**config.mk**
```make
export PLATFORM = sky130hd
export DESIGN_NAME = if_fetch_unit_flat
export DESIGN_NICKNAME = d
export VERILOG_FILES = /design/src/rtl/if_fetch_unit_if.sv /design/src/rtl/if_fetch_unit.sv /design/src/flat_wrapper.sv
export SDC_FILE = /design/constraint.sdc
export NUM_CORES = 1
export LEC_CHECK = 0
export ABC_CLOCK_PERIOD_IN_PS = 3000
export BUFFER_PORTS_ARGS = -buffer_cell sky130_fd_sc_hd__buf_2
export CORE_AREA = 2 2 153 155
export DETAILED_ROUTE_END_ITERATION = 12
export DIE_AREA = 0 0 155 157
export PLACE_DENSITY = 0.81
export SYNTH_ARGS = -nofsm -noshare
export SYNTH_HDL_FRONTEND = slang
export SYNTH_SLANG_ARGS = --single-unit
```
**constraint.sdc**
```tcl
create_clock -name clk -period 3 [get_ports clk]
set_clock_uncertainty 0.05 [all_clocks]
set_input_delay 0.6 -clock clk [delete_from_list [all_inputs] [get_ports clk]]
set_output_delay 0.6 -clock clk [all_outputs]
set_load 0.02 [all_outputs]
```
**src/rtl/if_fetch_unit_if.sv**
```systemverilog
// Instruction-memory request/ready port between the fetch unit (master) and memory (slave).
// At most one request is outstanding; req/addr hold until rdy is seen.
interface if_fetch_unit_if;
    logic        req;
    logic [31:0] addr;
    logic        rdy;
    logic [31:0] data;

    modport master (output req, output addr, input rdy, input data);
    modport slave  (input req, input addr, output rdy, output data);
endinterface

```
**src/rtl/if_fetch_unit.sv**
```systemverilog
// Instruction fetch stage: owns the PC, drives the imem port, resolves EXE-stage redirects
// and presents the IF/ID register to decode, with a one-entry skid buffer for if_en stalls.
//
// state   | meaning
// --------+-----------------------------------------------------------------
// S_FETCH | request outstanding at pc; response goes to IF/ID or skid buffer
// S_KILL  | request outstanding on a wrong path; response dropped, then redirect
// S_HOLD  | no request; skid buffer full, waiting for if_en or a redirect
module if_fetch_unit #(
    parameter logic [31:0] RESET_PC = 32'h0000_0000
) (
    input  logic         clk,
    input  logic         rst,
    input  logic         if_rst,
    input  logic         if_en,
    input  logic [2:0]   pc_src_exe,
    input  logic         rs_eq_rt_exe,
    input  logic [31:0]  jump_target_exe,
    input  logic [31:0]  jr_target_exe,
    input  logic [31:0]  branch_target_exe,
    if_fetch_unit_if.master imem,
    output logic [31:0]  inst_if,
    output logic [31:0]  pc_if,
    output logic [31:0]  pc_plus4_if,
    output logic         if_valid,
    output logic         fetch_stall
);

    localparam logic [2:0] PC_JUMP = 3'd1;
    localparam logic [2:0] PC_JR   = 3'd2;
    localparam logic [2:0] PC_BEQ  = 3'd3;
    localparam logic [2:0] PC_BNE  = 3'd4;

    typedef enum logic [1:0] {
        S_FETCH = 2'd0,
        S_KILL  = 2'd1,
        S_HOLD  = 2'd2
    } state_t;

    state_t      state;
    logic [31:0] pc;
    logic [31:0] kill_target;
    logic [31:0] skid_inst;
    logic [31:0] skid_pc;
    logic        req_q;
    logic        in_rst;
    logic        taken;
    logic [31:0] target;

    assign in_rst = rst | if_rst;

    always_comb begin
        taken  = 1'b0;
        target = branch_target_exe;
        case (pc_src_exe)
            PC_JUMP: begin
                taken  = 1'b1;
                target = jump_target_exe;
            end
            PC_JR: begin
                taken  = 1'b1;
                target = jr_target_exe;
            end
            PC_BEQ:  taken = rs_eq_rt_exe;
            PC_BNE:  taken = ~rs_eq_rt_exe;
            default: taken = 1'b0;
        endcase
    end

    // The request is suppressed combinationally during the reset cycle itself.
    assign imem.req    = req_q & ~in_rst;
    assign imem.addr   = {pc[31:2], 2'b00};
    assign pc_plus4_if = pc_if + 32'd4;
    assign fetch_stall = ~in_rst & ~taken &
                         (((state == S_FETCH) & ~imem.rdy) | (state == S_KILL));

    always_ff @(posedge clk) begin
        if (in_rst) begin
            state       <= S_FETCH;
            pc          <= RESET_PC;
            kill_target <= 32'd0;
            skid_inst   <= 32'd0;
            skid_pc     <= 32'd0;
            req_q       <= 1'b1;
            inst_if     <= 32'd0;
            pc_if       <= 32'd0;
            if_valid    <= 1'b0;
        end else begin
            // Redirects always insert a bubble so wrong-path code never reaches decode.
            if (if_en) begin
                if (taken) begin
                    inst_if  <= 32'd0;
                    if_valid <= 1'b0;
                end else if (state == S_HOLD) begin
                    inst_if  <= skid_inst;
                    pc_if    <= skid_pc;
                    if_valid <= 1'b1;
                end else if (state == S_FETCH && imem.rdy) begin
                    inst_if  <= imem.data;
                    pc_if    <= pc;
                    if_valid <= 1'b1;
                end else begin
                    inst_if  <= 32'd0;
                    if_valid <= 1'b0;
                end
            end

            case (state)
                S_FETCH: begin
                    if (taken) begin
                        if (imem.rdy) begin
                            pc <= target;
                        end else begin
                            kill_target <= target;
                            state       <= S_KILL;
                        end
                    end else if (imem.rdy) begin
                        pc <= pc + 32'd4;
                        if (!if_en) begin
                            skid_inst <= imem.data;
                            skid_pc   <= pc;
                            state     <= S_HOLD;
                            req_q     <= 1'b0;
                        end
                    end
                end
                S_KILL: begin
                    if (imem.rdy) begin
                        pc    <= taken ? target : kill_target;
                        state <= S_FETCH;
                    end else if (taken) begin
                        kill_target <= target;
                    end
                end
                S_HOLD: begin
                    if (taken) begin
                        pc    <= target;
                        state <= S_FETCH;
                        req_q <= 1'b1;
                    end else if (if_en) begin
                        state <= S_FETCH;
                        req_q <= 1'b1;
                    end
                end
                default: begin
                    state <= S_FETCH;
                    req_q <= 1'b1;
                end
            endcase
        end
    end

endmodule

```
**src/flat_wrapper.sv**
```systemverilog
// flat-port wrapper written by rule: the top's interface ports become plain ports
module if_fetch_unit_flat 
#(
    parameter logic [31:0] RESET_PC = 32'h0000_0000
)
  (clk, rst, if_rst, if_en, pc_src_exe, rs_eq_rt_exe, jump_target_exe, jr_target_exe, branch_target_exe, inst_if, pc_if, pc_plus4_if, if_valid, fetch_stall, imem_req, imem_addr, imem_rdy, imem_data);
  if_fetch_unit_if imem_i ();
  input  logic clk;
  input  logic rst;
  input  logic if_rst;
  input  logic if_en;
  input  logic [2:0] pc_src_exe;
  input  logic rs_eq_rt_exe;
  input  logic [31:0] jump_target_exe;
  input  logic [31:0] jr_target_exe;
  input  logic [31:0] branch_target_exe;
  output logic [31:0] inst_if;
  output logic [31:0] pc_if;
  output logic [31:0] pc_plus4_if;
  output logic if_valid;
  output logic fetch_stall;
  output wire logic [$bits(imem_i.req)-1:0] imem_req;
  output wire logic [$bits(imem_i.addr)-1:0] imem_addr;
  input wire logic [$bits(imem_i.rdy)-1:0] imem_rdy;
  input wire logic [$bits(imem_i.data)-1:0] imem_data;
  assign imem_req = imem_i.req;
  assign imem_addr = imem_i.addr;
  assign imem_i.rdy = imem_rdy;
  assign imem_i.data = imem_data;
  if_fetch_unit #(.RESET_PC(RESET_PC)) u_core (.clk(clk), .rst(rst), .if_rst(if_rst), .if_en(if_en), .pc_src_exe(pc_src_exe), .rs_eq_rt_exe(rs_eq_rt_exe), .jump_target_exe(jump_target_exe), .jr_target_exe(jr_target_exe), .branch_target_exe(branch_target_exe), .imem(imem_i), .inst_if(inst_if), .pc_if(pc_if), .pc_plus4_if(pc_plus4_if), .if_valid(if_valid), .fetch_stall(fetch_stall));
endmodule
```
==> results by group <==
Logic synthesis
  • Top FF cell, synth: dfxtp_1
  • Synth Area in Compound Gates: 0.2352
  • Yosys warning total: 0
  • Syn Area/Cell: 7.480 sq um
  • Yosys cell types: 73
  • Sequential share of the synthesized area: 0.3504
  • Xor/xnor share of the synthesized area: 0.03129
  • Number of synthesized flops with an enable pin: 0
  • Mux share of post-synthesis cell area: 0.06973
  • FFs w/ async S/R, synth: 0
  • Post-Synth Simple-Gate Area: 0.2310
  • Largest family of logic cells by synthesized area: compound AO/OA/AOI/OAI gates
  • Area of the mapped netlist: 11200 sq um
  • Synth Register Bits: 196
  • Syn Inst Count: 1497
  • Post-synthesis adder-cell area fraction: 0.006705

STA
  • Final setup viols: 0
  • Fin Setup TNS: 0 ns
  • Final period util: 0.9790
  • Highest clock rate: 0.3405 GHz
  • Slew HR: 0.5076
  • Worst slew pin tran: 0.7359 ns
  • Minimum clock period: 2.937 ns
  • RSZ-0062 raised after global routing: yes
  • Final hold violation count: 0
  • Slew Viols, Final: 0

Power and ir drop
  • Switching share of power: 0.2966
  • Max VDD drop: 0.0002939 V
  • Power per cell area: 478.1 nW/um^2
  • Cell-internal power: 4473 uW
  • Clk pwr share: 0.375
  • Flop pwr share: 0.431
  • Combinational share of power: 0.193
  • Switching power: 1886 uW
  • Leak: 0.005241 uW

Placement
  • Hpwl dp: 23690 microns
  • PortBufs: 265
  • Routability cong.: 0.9303

Detailed routing
  • Post-DR wirelength/cell: 16.71 microns
  • Final WL: 33110 microns
  • Number of detailed-route iterations in the first pass: 6
  • DRC viols: 0
  • 1st-iter DRT viols: 1276
  • Vias: 11420
  • Remaining antenna violation count: 0
  • Vias per Instance: 5.763

Finish
  • Diode count: 0
  • Final core utilization: 0.5912
  • Register area: 3950 sq um
  • Area grow syn2layout: 18.81%
  • Commonest non-fill, non-tap cells in the layout: buf_2, nor2_1, nand2_1
  • Fill count: 2034
  • Nets@finish: 1826
  • Commonest non-fill, non-tap cell in the layout: buf_2
  • Layout cells sized above 1: 0.2535
  • Area of the multi-input gates: 6513 sq um

Worst hold path
  • Hold Path Depth: 3
  • Worst hold path type: in -> reg

Setup path
  • Worst-case reg-to-reg path depth: 9
  • Slowest CP cell: dfxtp_4
  • CP Data Required Time: 2.35 ns
  • Critical path depth: 7
  • Crit Path Class: reg -> out
  • Buffers and inverters on the worst path: 1
  • CP Cell Sequence: and4_4, and3b_2, and3_4, nand4_1, nor3_2, xor2_1, buf_4
  • Startpoint Class: flip-flop
  • Max FO, Critical Path: 5
  • Crit path max-delay family: simple AND/OR/NAND/NOR gates
  • Crit. End Element: primary output
  • Slowest cell delay on critical path: 0.36 ns
  • CP Data Arrival Time: 2.29 ns

Outcome
  • Status: finished, final reports clean

Clocking
  • Deepest clock path buffer count: 2
  • Clock net sink count: 196
  • Hold buffer count at CTS: 0
  • Clock transition at path regs: 0.07 ns
  • Root buf cell: clkbuf_16
  • TritonCTS clock tree: done
  • Worst-Skew Late Latency: 0.44 ns
  • TritonCTS Buffers: 17
  • H-tree depth: 4

Floorplan
  • Core area: 22500 sq um
  • Die W: 155 microns
  • I/O Pins: 268
  • Initial Util: 0.4976
  • Die Y: 157 microns
  • Core Rows: 55
  • Die area: 24340 sq um

Run
  • MaxCap Viol Count: 0

Global routing
  • First-pass GRT wire length: 52140 microns
  • Initial antenna violation count: 0
  • Largest net degree at the start of global routing: 129
  • Vias in the first global route: 10090
  • Gr ovfl total: 0
  • Overall Global Routing Usage: 0.2635
layout make-up:
type / instances / share of cell area
Clock buffer: 21 / 0.03386
Clock inverter: 11 / 0.01213
Inverter: 14 / 0.003950
Multi-Input combinational cell: 1129 / 0.4896
Sequential cell: 196 / 0.2969
Tap cell: 285 / 0.02681
Timing Repair Buffer: 325 / 0.1368
through the flow:
step           std cells  cell area (sq um)  worst slack [ns]  power (uW)  hold WS (ns)
2_1_floorplan       1498              11200            0.3185        3601        0.3829
3_3_place_gp        1941              12570            0.3332        3990        0.3878
3_5_place_dp        1941              12570            0.2849        4009        0.3961
4_1_cts             1973              13210          0.006225        6373        0.3484
5_1_grt             1981              13300          -0.04029        6601        0.3562
6_report            1981              13300           0.06300        6360        0.3579
power by group through the flow:
stage	clock, uW	combinational (uW)	sequential (uW)
2_1_floorplan	0	791	2810
4_1_cts	2420	1210	2740
5_1_grt	2500	1340	2750
3_5_place_dp	0	1200	2800
6_report	2390	1230	2740
3_3_place_gp	0	1190	2800
per-layer routing:
layer  vias up  GRT usage  share of wire
li1       5626          -              -
met1      5238     0.3508           0.43
met3        62    0.05727          0.080
met2       491     0.4294           0.46
met4         0    0.07981          0.022
met5         -          0              0
cell families (layout without fill, tap and decap cells):
kind of cell               Yosys count  after routing
and+or+nand+nor                    601            601
AOI/OAI and AO/OA                  406            406
DFF                                196            196
buffers and inverters              173            371
muxes                               74             74
xor gates and xnor gates            40             40
adders and majority gates            6              6
other                                1              2
synth_stat cells, types with 3 or more instances:
library cell / instances / area (sq um)
o211ai_1: 40 / 300.3
a22oi_1: 35 / 262.8
xor2_1: 17 / 148.9
nor3_1: 17 / 85.08
o2111ai_1: 4 / 35.03
o221ai_1: 29 / 254.0
a221oi_1: 5 / 43.79
nor2_1: 262 / 983.4
dfxtp_1: 196 / 3924
nor4_1: 5 / 31.28
ha_1: 6 / 75.07
or3_1: 3 / 18.77
a41oi_1: 4 / 35.03
and2_1: 5 / 31.28
buf_2: 26 / 130.1
nand2b_1: 7 / 43.79
a211oi_1: 36 / 270.3
buf_1: 17 / 63.81
a21oi_1: 161 / 805.8
a31oi_1: 9 / 56.30
xnor2_1: 23 / 201.4
clkbuf_1: 79 / 296.5
mux2i_1: 42 / 420.4
nand2_1: 217 / 814.5
a221o_1: 3 / 30.03
mux2_2: 32 / 360.4
nor2b_1: 4 / 25.02
nand3b_1: 3 / 22.52
inv_1: 13 / 48.80
a311oi_1: 5 / 43.79
o21ai_0: 42 / 210.2
buf_4: 35 / 262.8
o221a_2: 4 / 45.04
and3_1: 8 / 50.05
o21a_1: 3 / 22.52
nand4_1: 19 / 118.9
o32ai_1: 4 / 35.03
nand3_1: 29 / 145.1
a21o_1: 4 / 30.03
and4_1: 5 / 43.79
worst min-delay path, stage by stage:
cell and delay (ns):
buf_2 0.10, nand2_1 0.05, a21oi_1 0.05
repair_timing:
item                       4_1_cts  5_1_grt
pin swaps                        1        7
setup endpoints to repair        7        8
buffers inserted                 0        8
gates resized for setup          9       18
registers in the layout (all words and copies together) (netlist names):
name	count
u_core.inst_if	32
u_core.kill_target	32
u_core.pc	32
u_core.pc_if	32
u_core.skid_inst	32
u_core.skid_pc	32
u_core.state	2
u_core.if_valid	1
u_core.req_q	1
final timing paths:
kind / slack [ns] / to / from
worst max-delay path: 0.06 / pc_plus4_if[31] / u_core.pc_if[7]
worst min-delay path: 0.36 / u_core.skid_inst[31] / imem_data[31]
worst max register to register: 0.39 / u_core.pc[30] / u_core.state[0]
worst min register to register: 0.40 / u_core.skid_inst[30] / u_core.skid_inst[30]
(Power assumes the default switching activity.)
